[src/rtl/counter_pkg.sv]
// Types and constants shared by the loadable up- and down-counters.
package counter_pkg;

   localparam int COUNTER_WIDTH = 4;

   typedef enum logic [1:0] {
      IDLE = 2'b00,
      RUN  = 2'b01,
      DONE = 2'b10
   } state_t;

endpackage

[src/rtl/down_counter.sv]
// Loadable down-counter/timer: loads a start value, decrements on en, stops at zero with a tc pulse.
// Define DOWN_COUNTER_AUTO_RELOAD_EN to restart from the last loaded value instead of stopping.
module down_counter
   import counter_pkg::*;
#(
   parameter int WIDTH = COUNTER_WIDTH
) (
   input  logic             clk,
   input  logic             reset_n,
   input  logic [WIDTH-1:0] d,
   input  logic             load,
   input  logic             en,
   output logic [WIDTH-1:0] q,
   output logic             busy,
   output logic             tc,
   output logic             done
);

   state_t           state_reg, state_next;
   logic [WIDTH-1:0] q_reg, q_next;
   logic [WIDTH-1:0] reload_reg, reload_next;
   logic             tc_reg, tc_next;

   always_ff @(posedge clk or negedge reset_n) begin
      if (!reset_n) begin
         state_reg  <= IDLE;
         q_reg      <= '0;
         reload_reg <= '0;
         tc_reg     <= 1'b0;
      end else begin
         state_reg  <= state_next;
         q_reg      <= q_next;
         reload_reg <= reload_next;
         tc_reg     <= tc_next;
      end
   end

   // RUN is only entered with a non-zero count, so the decrement never wraps.
   always_comb begin
      state_next  = state_reg;
      q_next      = q_reg;
      reload_next = reload_reg;
      tc_next     = 1'b0;
      if (load) begin
         q_next      = d;
         reload_next = d;
         state_next  = (d != '0) ? RUN : IDLE;
      end else if (en && (state_reg == RUN)) begin
         if (q_reg > WIDTH'(1)) begin
            q_next = q_reg - WIDTH'(1);
         end else begin
            tc_next = 1'b1;
`ifdef DOWN_COUNTER_AUTO_RELOAD_EN
            q_next     = reload_reg;
            state_next = RUN;
`else
            q_next     = '0;
            state_next = DONE;
`endif
         end
      end
   end

   assign q    = q_reg;
   assign tc   = tc_reg;
   assign busy = (state_reg == RUN);
   assign done = (state_reg == DONE);

endmodule

[config.mk]
export PLATFORM = sky130hd
export DESIGN_NAME = down_counter
export DESIGN_NICKNAME = d
export VERILOG_FILES = /design/src/rtl/counter_pkg.sv /design/src/rtl/down_counter.sv
export SDC_FILE = /design/constraint.sdc
export NUM_CORES = 1
export LEC_CHECK = 0
export BUFFER_PORTS_ARGS = -buffer_cell sky130_fd_sc_hd__buf_2
export CAP_MARGIN = 20
export CORE_AREA = 5 5 42 44
export DETAILED_ROUTE_END_ITERATION = 16
export DIE_AREA = 0 0 47 49
export PLACE_DENSITY = 0.56
export SYNTH_ARGS = -nofsm -noshare
export SYNTH_HDL_FRONTEND = slang
export SYNTH_SLANG_ARGS = --single-unit
export TNS_END_PERCENT = 5
[constraint.sdc]
create_clock -name clk -period 1.5 [get_ports clk]
set_input_delay 0.15 -clock clk [delete_from_list [all_inputs] [get_ports clk]]
set_output_delay 0.15 -clock clk [all_outputs]
set_load 0.005 [all_outputs]
==> results of run 1 <==
layout make-up:
type,instances,area [sq um]
sequential,7,175.2
tap,16,20.02
inverter,6,22.52
multi-input combinational,28,206.4
fill,154,863.3
clock buffer,4,26.28
timing repair buffer,16,87.58
placed cells by master, fill, tap and decap left out, types with 2 or more instances in the layout:
| master | n |
|---|---|
| a2bb2oi_1 | 2 |
| inv_1 | 4 |
| clkbuf_4 | 3 |
| nor4_1 | 2 |
| buf_2 | 14 |
| dfrtp_1 | 7 |
| a21oi_1 | 2 |
| nor2_1 | 3 |
| a31oi_1 | 2 |
| o311ai_0 | 2 |
| ha_1 | 2 |
kinds of logic (layout without fill, tap and decap cells):
family,after synthesis,count (layout),synth area share
buffers and inverters,6,26,0.05572
AO/OA/AOI/OAI,13,13,0.2291
adder cells (fa/ha/maj),2,2,0.06191
AND/OR/NAND/NOR,13,13,0.2198
flip-flops,7,7,0.4334
metrics by stage:
step | setup slack, ns | util | cells | cell area (sq um)
after floorplan | 0.1421 | - | 41 | 404.1
after global placement | 0.1280 | 0.3580 | 72 | 501.7
after detailed placement | 0.1011 | 0.3580 | 72 | 501.7
after CTS | 0.08446 | 0.3839 | 77 | 538.0
after global routing | -0.005565 | 0.3839 | 77 | 538.0
final | 0.07940 | 0.3839 | 77 | 538.0
critical path: cells and delay by family, from the launching register on:
| kind | cells | cell delay, ns |
|---|---|---|
| buffers and inverters | 2 | 0.14 |
| AO/OA/AOI/OAI | 1 | 0.17 |
| adder cells (fa/ha/maj) | 1 | 0.17 |
| flip-flops | 1 | 0.40 |
| AND/OR/NAND/NOR | 1 | 0.46 |
layer usage:
layer / global-route usage / vias to the layer above / part of all wire
li1: - / 193 / -
met1: 0.1133 / 174 / 0.44
met2: 0.1403 / 10 / 0.47
met3: 0.05535 / 2 / 0.075
met4: 0.04147 / 0 / 0.014
met5: 0 / - / 0
power by group through the flow:
| stage | Sequential, mW | Combinational [mW] | Clock [mW] |
|---|---|---|---|
| floorplan | 0.226 | 0.0571 | 0 |
| global placement | 0.227 | 0.102 | 0 |
| detailed placement | 0.229 | 0.102 | 0 |
| CTS | 0.225 | 0.105 | 0.182 |
| global route | 0.230 | 0.120 | 0.193 |
| finish | 0.226 | 0.104 | 0.179 |
final timing paths:
path	start	endpoint	slack, ns	cells past startpoint
setup / recovery	q[1]	q[2]	0.08	5
hold / removal	d[0]	q[0]	0.17	2
setup reg to reg	q[1]	q[2]	0.08	5
hold reg to reg	state_reg[1]	state_reg[1]	0.56	1
max in group asynchronous	reset_n	q[3]	1.08	2
min in group asynchronous	reset_n	q[1]	0.25	2
what timing repair did:
action                     in CTS  in global routing
setup endpoints to repair       0                  3
resized for setup               0                  1
hold buffers                    1                  0
hold endpoints to repair        7                  0
==> impl_metrics.tcl, run 1 <==
set metrics [dict create \
    synthToLayoutAreaGrowth_pct 33.13 \
    grt_usage 0.09682 \
    hold_viol 0 \
    ys.flop_type "dfrtp_1" \
    syn_avg_cell_area_sq_um 9.857 \
    cp_data_required_time_ns 1.68 \
    tightest_slew_ns 0.3806 \
    cts_setup_buffers 0 \
    clk_pin_slew_ns 0.05 \
    max_freq_mhz 703.9 \
    crit_chain "inv_1, ha_1, inv_1, or4_1, a31oi_1" \
    largest_register_ffs 4 \
    vias 379 \
    power_frac_seq 0.444 \
    synthCells 41 \
    cap_violations 0 \
    ys_warn_count 0 \
    grt_pass1_wl_um 1587 \
    slew_viol_final 0 \
    htreeDepth 1 \
    timing.setup.tns_ns 0 \
    endpoint_kind "flip-flop" \
    swShare 0.2997 \
    synth_cell_types 23 \
    die_height_um 49 \
    fin_hold_ws_ns 0.1669 \
    synth_top_area_share 0.4334 \
    overflow 0 \
    synth_top_area_cell "dfrtp_1" \
    portBuffers 14 \
    core_area_sq_um 1401 \
    drtIter0Drc 6 \
    rows 14 \
    min_path_type "input pin to flip-flop" \
    num-nets-final 72 \
    finalCritPeriodShare 0.9471 \
    p_per_area_nw_per_um2 944.8 \
    outcome "finished, final reports clean" \
    synthesis.nets 51 \
    io_pins 15 \
    wl_per_cell_um 12.62 \
    max_stage_delay_ns 0.46 \
    num_antenna_cells 0 \
    finalPower_mw 0.5083 \
    cts_sinks 7 \
    crit_path_start_kind "flip-flop" \
    drc 0 \
    leakage_nw 0.2746 \
    synth_seq_area_share 0.4334 \
    setup_viol 0 \
    dieArea_sq_um 2303 \
    internal-power_mw 0.3560 \
    dr.pass1.iters 4 \
    grt_max_degree 11 \
    wirelength_um 972 \
    grt_pass1_vias 371 \
    worst_skew_pair.late_latency_ns 0.26 \
    pwr-share-clk 0.351 \
    rsz0062_at_grt "yes" \
    vias_per_cell 4.922 \
    cts-root-buf "clkbuf_4" \
    synth.most_common_cell "dfrtp_1" \
    critPathMaxFanout 4 \
    critical_path.slowest_cell "or4_1" \
    synth-seq-cells 7 \
    max-slew-margin-rel 0.7431 \
    async_flop_share 1.000 \
    cp.arrival_ns 1.60 \
    place.gp.congestion 0.7572 \
    crit_top_cell "inv_1" \
    ant_nets 0 \
    antenna_found_initial 0 \
    die_width_um 47 \
    power_frac_comb 0.205 \
    synthTopCellsByCount "dfrtp_1, inv_1, nor2_1" \
    start_util 0.2884 \
    path_class "flip-flop to flip-flop" \
    syn_area_sq_um 404.1 \
    vdd_drop_max_v 0.0003480 \
    synth_edf_count 0 \
    min_period_ns 1.421 \
    cts_tree "yes" \
    final.setup_skew_ns 0.003586 \
    clk_path_buf_depth 2 \
    drive_gt1_frac 0.3279 \
    p_sw_mw 0.1523 \
    synthTopCellsByArea "dfrtp_1, ha_1, nand3b_4, inv_1, a2bb2oi_1" \
    numCtsBuffers 3 \
]
(Power assumes the default switching activity.)
==> run 2, diff against run 1 <==
SETUP_SLACK_MARGIN = 0.3   (was default)
SKIP_CTS_REPAIR_TIMING = 1   (was default)
==> run 2 against run 1 <==
Compared with the run above:
- setup slack better by 0.11 ns
- clock power down 5%
- critical path depth unchanged
- count of clock-buffer cells in the layout unchanged
- non-clock buffer count up 4
==> impl_metrics.tcl, run 2 (synthesis results as in run 1) <==
set metrics [dict create \
    instances_no_fill 81 \
    vias_per_cell 4.901 \
    antenna_found_initial 0 \
    worst_skew_pair.late_latency_ns 0.25 \
    clk_pin_slew_ns 0.05 \
    drtIter0Drc 8 \
    num-nets-final 76 \
    ff_latch_area_sq_um 176.4 \
    cts_tree "yes" \
    cts_sinks 7 \
    max_freq_mhz 760.8 \
    die_width_um 47 \
    use_met1 0.1031 \
    wirelength_um 997 \
    r2r-start "q[0]" \
    leakage_nw 0.2956 \
    timing.setup.tns_ns 0 \
    grt_usage 0.09355 \
    preCtsSetupSlack_ns 0.1552 \
    cap_violations 0 \
    reg2reg_depth 5 \
    start_util 0.2884 \
    use_met2 0.1380 \
    crit_path_start_kind "flip-flop" \
    synthToLayoutAreaGrowth_pct 48.61 \
    slew_viol_final 0 \
    min_path_type "input pin to flip-flop" \
    cp_data_required_time_ns 1.67 \
    layout_setup_ws_ns 0.1856 \
    grt_max_degree 11 \
    dieArea_sq_um 2303 \
    vias 397 \
    vdd_drop_max_v 0.0003582 \
    io_pins 15 \
    tightest_slew_ns 0.2481 \
    final_common_cell "buf_2" \
    r2r_end "q[2]" \
    dp_cells 72 \
    outcome "finished, final reports clean" \
    setup_viol 0 \
    portBuffers 14 \
    endpoint_kind "flip-flop" \
    endpoint "q[2]" \
    die_height_um 49 \
    finalCritPeriodShare 0.8762 \
    path_class "flip-flop to flip-flop" \
    p_per_area_nw_per_um2 898.1 \
    dr.pass1.iters 2 \
    max-slew-margin-rel 0.8320 \
    grt_pass1_vias 393 \
    drc 0 \
    multi_input_area_sq_um 237.7 \
    cp.arrival_ns 1.48 \
    globalRouteMet3Util 0.03690 \
    stdcell_area_sq_um 600.6 \
    ant_nets 0 \
    rsz0062_at_grt "yes" \
    critPathMaxFanout 5 \
    final_cell_mix "buf_2, dfrtp_1, buf_4" \
    clk_path_buf_depth 2 \
    place.gp.congestion 0.7086 \
    overflow 0 \
    numCtsBuffers 3 \
    r2r_slack_ns 0.19 \
    num_antenna_cells 0 \
    cts-root-buf "clkbuf_4" \
    final.setup_skew_ns 0.006143 \
    gr-max-usage-layer "met2" \
    num-fill-cells 154 \
    crit_start "q[0]" \
    wl_per_cell_um 12.31 \
    rows 14 \
    grt_pass1_wl_um 1545 \
    largest_register_ffs 4 \
    core_area_sq_um 1401 \
    placed_area_sq_um 504.2 \
    htreeDepth 1 \
    min_period_ns 1.314 \
    drive_gt1_frac 0.4615 \
    post-dp-hpwl_um 713.1 \
    hold_viol 0 \
]
run 2: metal layers:
metal | part of all wire | vias up
met4 | 0.034 | 0
met2 | 0.51 | 11
li1 | - | 201
met1 | 0.41 | 180
met3 | 0.049 | 5
met5 | 0 | -
run 2: critical path, cell delays in order (launching register included):
cell and delay [ns]:
dfrtp_2 0.43, inv_2 0.09, ha_4 0.15, inv_1 0.04
or4_1 0.39, a31oi_1 0.13
run 2: where the power goes:
part	switching [mW]	total, mW	internal [mW]
Clock	0.0685	0.170	0.101
Combinational	0.0695	0.142	0.0728
Sequential	0.0217	0.227	0.205
Total	0.160	0.539	0.380
run 2: area by class of cell:
type,count,area share
sequential,7,0.2937
multi-input combinational,28,0.3958
clock buffer,4,0.04375
tap,16,0.03333
inverter,6,0.03750
timing repair buffer,20,0.1958
run 2: worst min-delay path by stage:
stage,from,to,slack [ns],depth (start not counted)
finish,d[3],q[3],0.18,3
global route,d[2],q[2],0.17,3
CTS,reset_n,q[1],-0.28,1
detailed placement,reset_n,q[2],-0.007,1
global placement,reset_n,q[2],-0.005,1
floorplan,reset_n,q[0],-0.15,0
run 2: through the flow:
step           hold slack, ns  utilization  total power [mW]
4_1_cts               -0.2831       0.3786            0.5093
3_3_place_gp        -0.004899       0.3598            0.3306
6_report               0.1751       0.4286            0.5394
2_1_floorplan         -0.1456            -            0.2839
5_1_grt                0.1651       0.4286            0.5792
3_5_place_dp        -0.006709       0.3598            0.3308
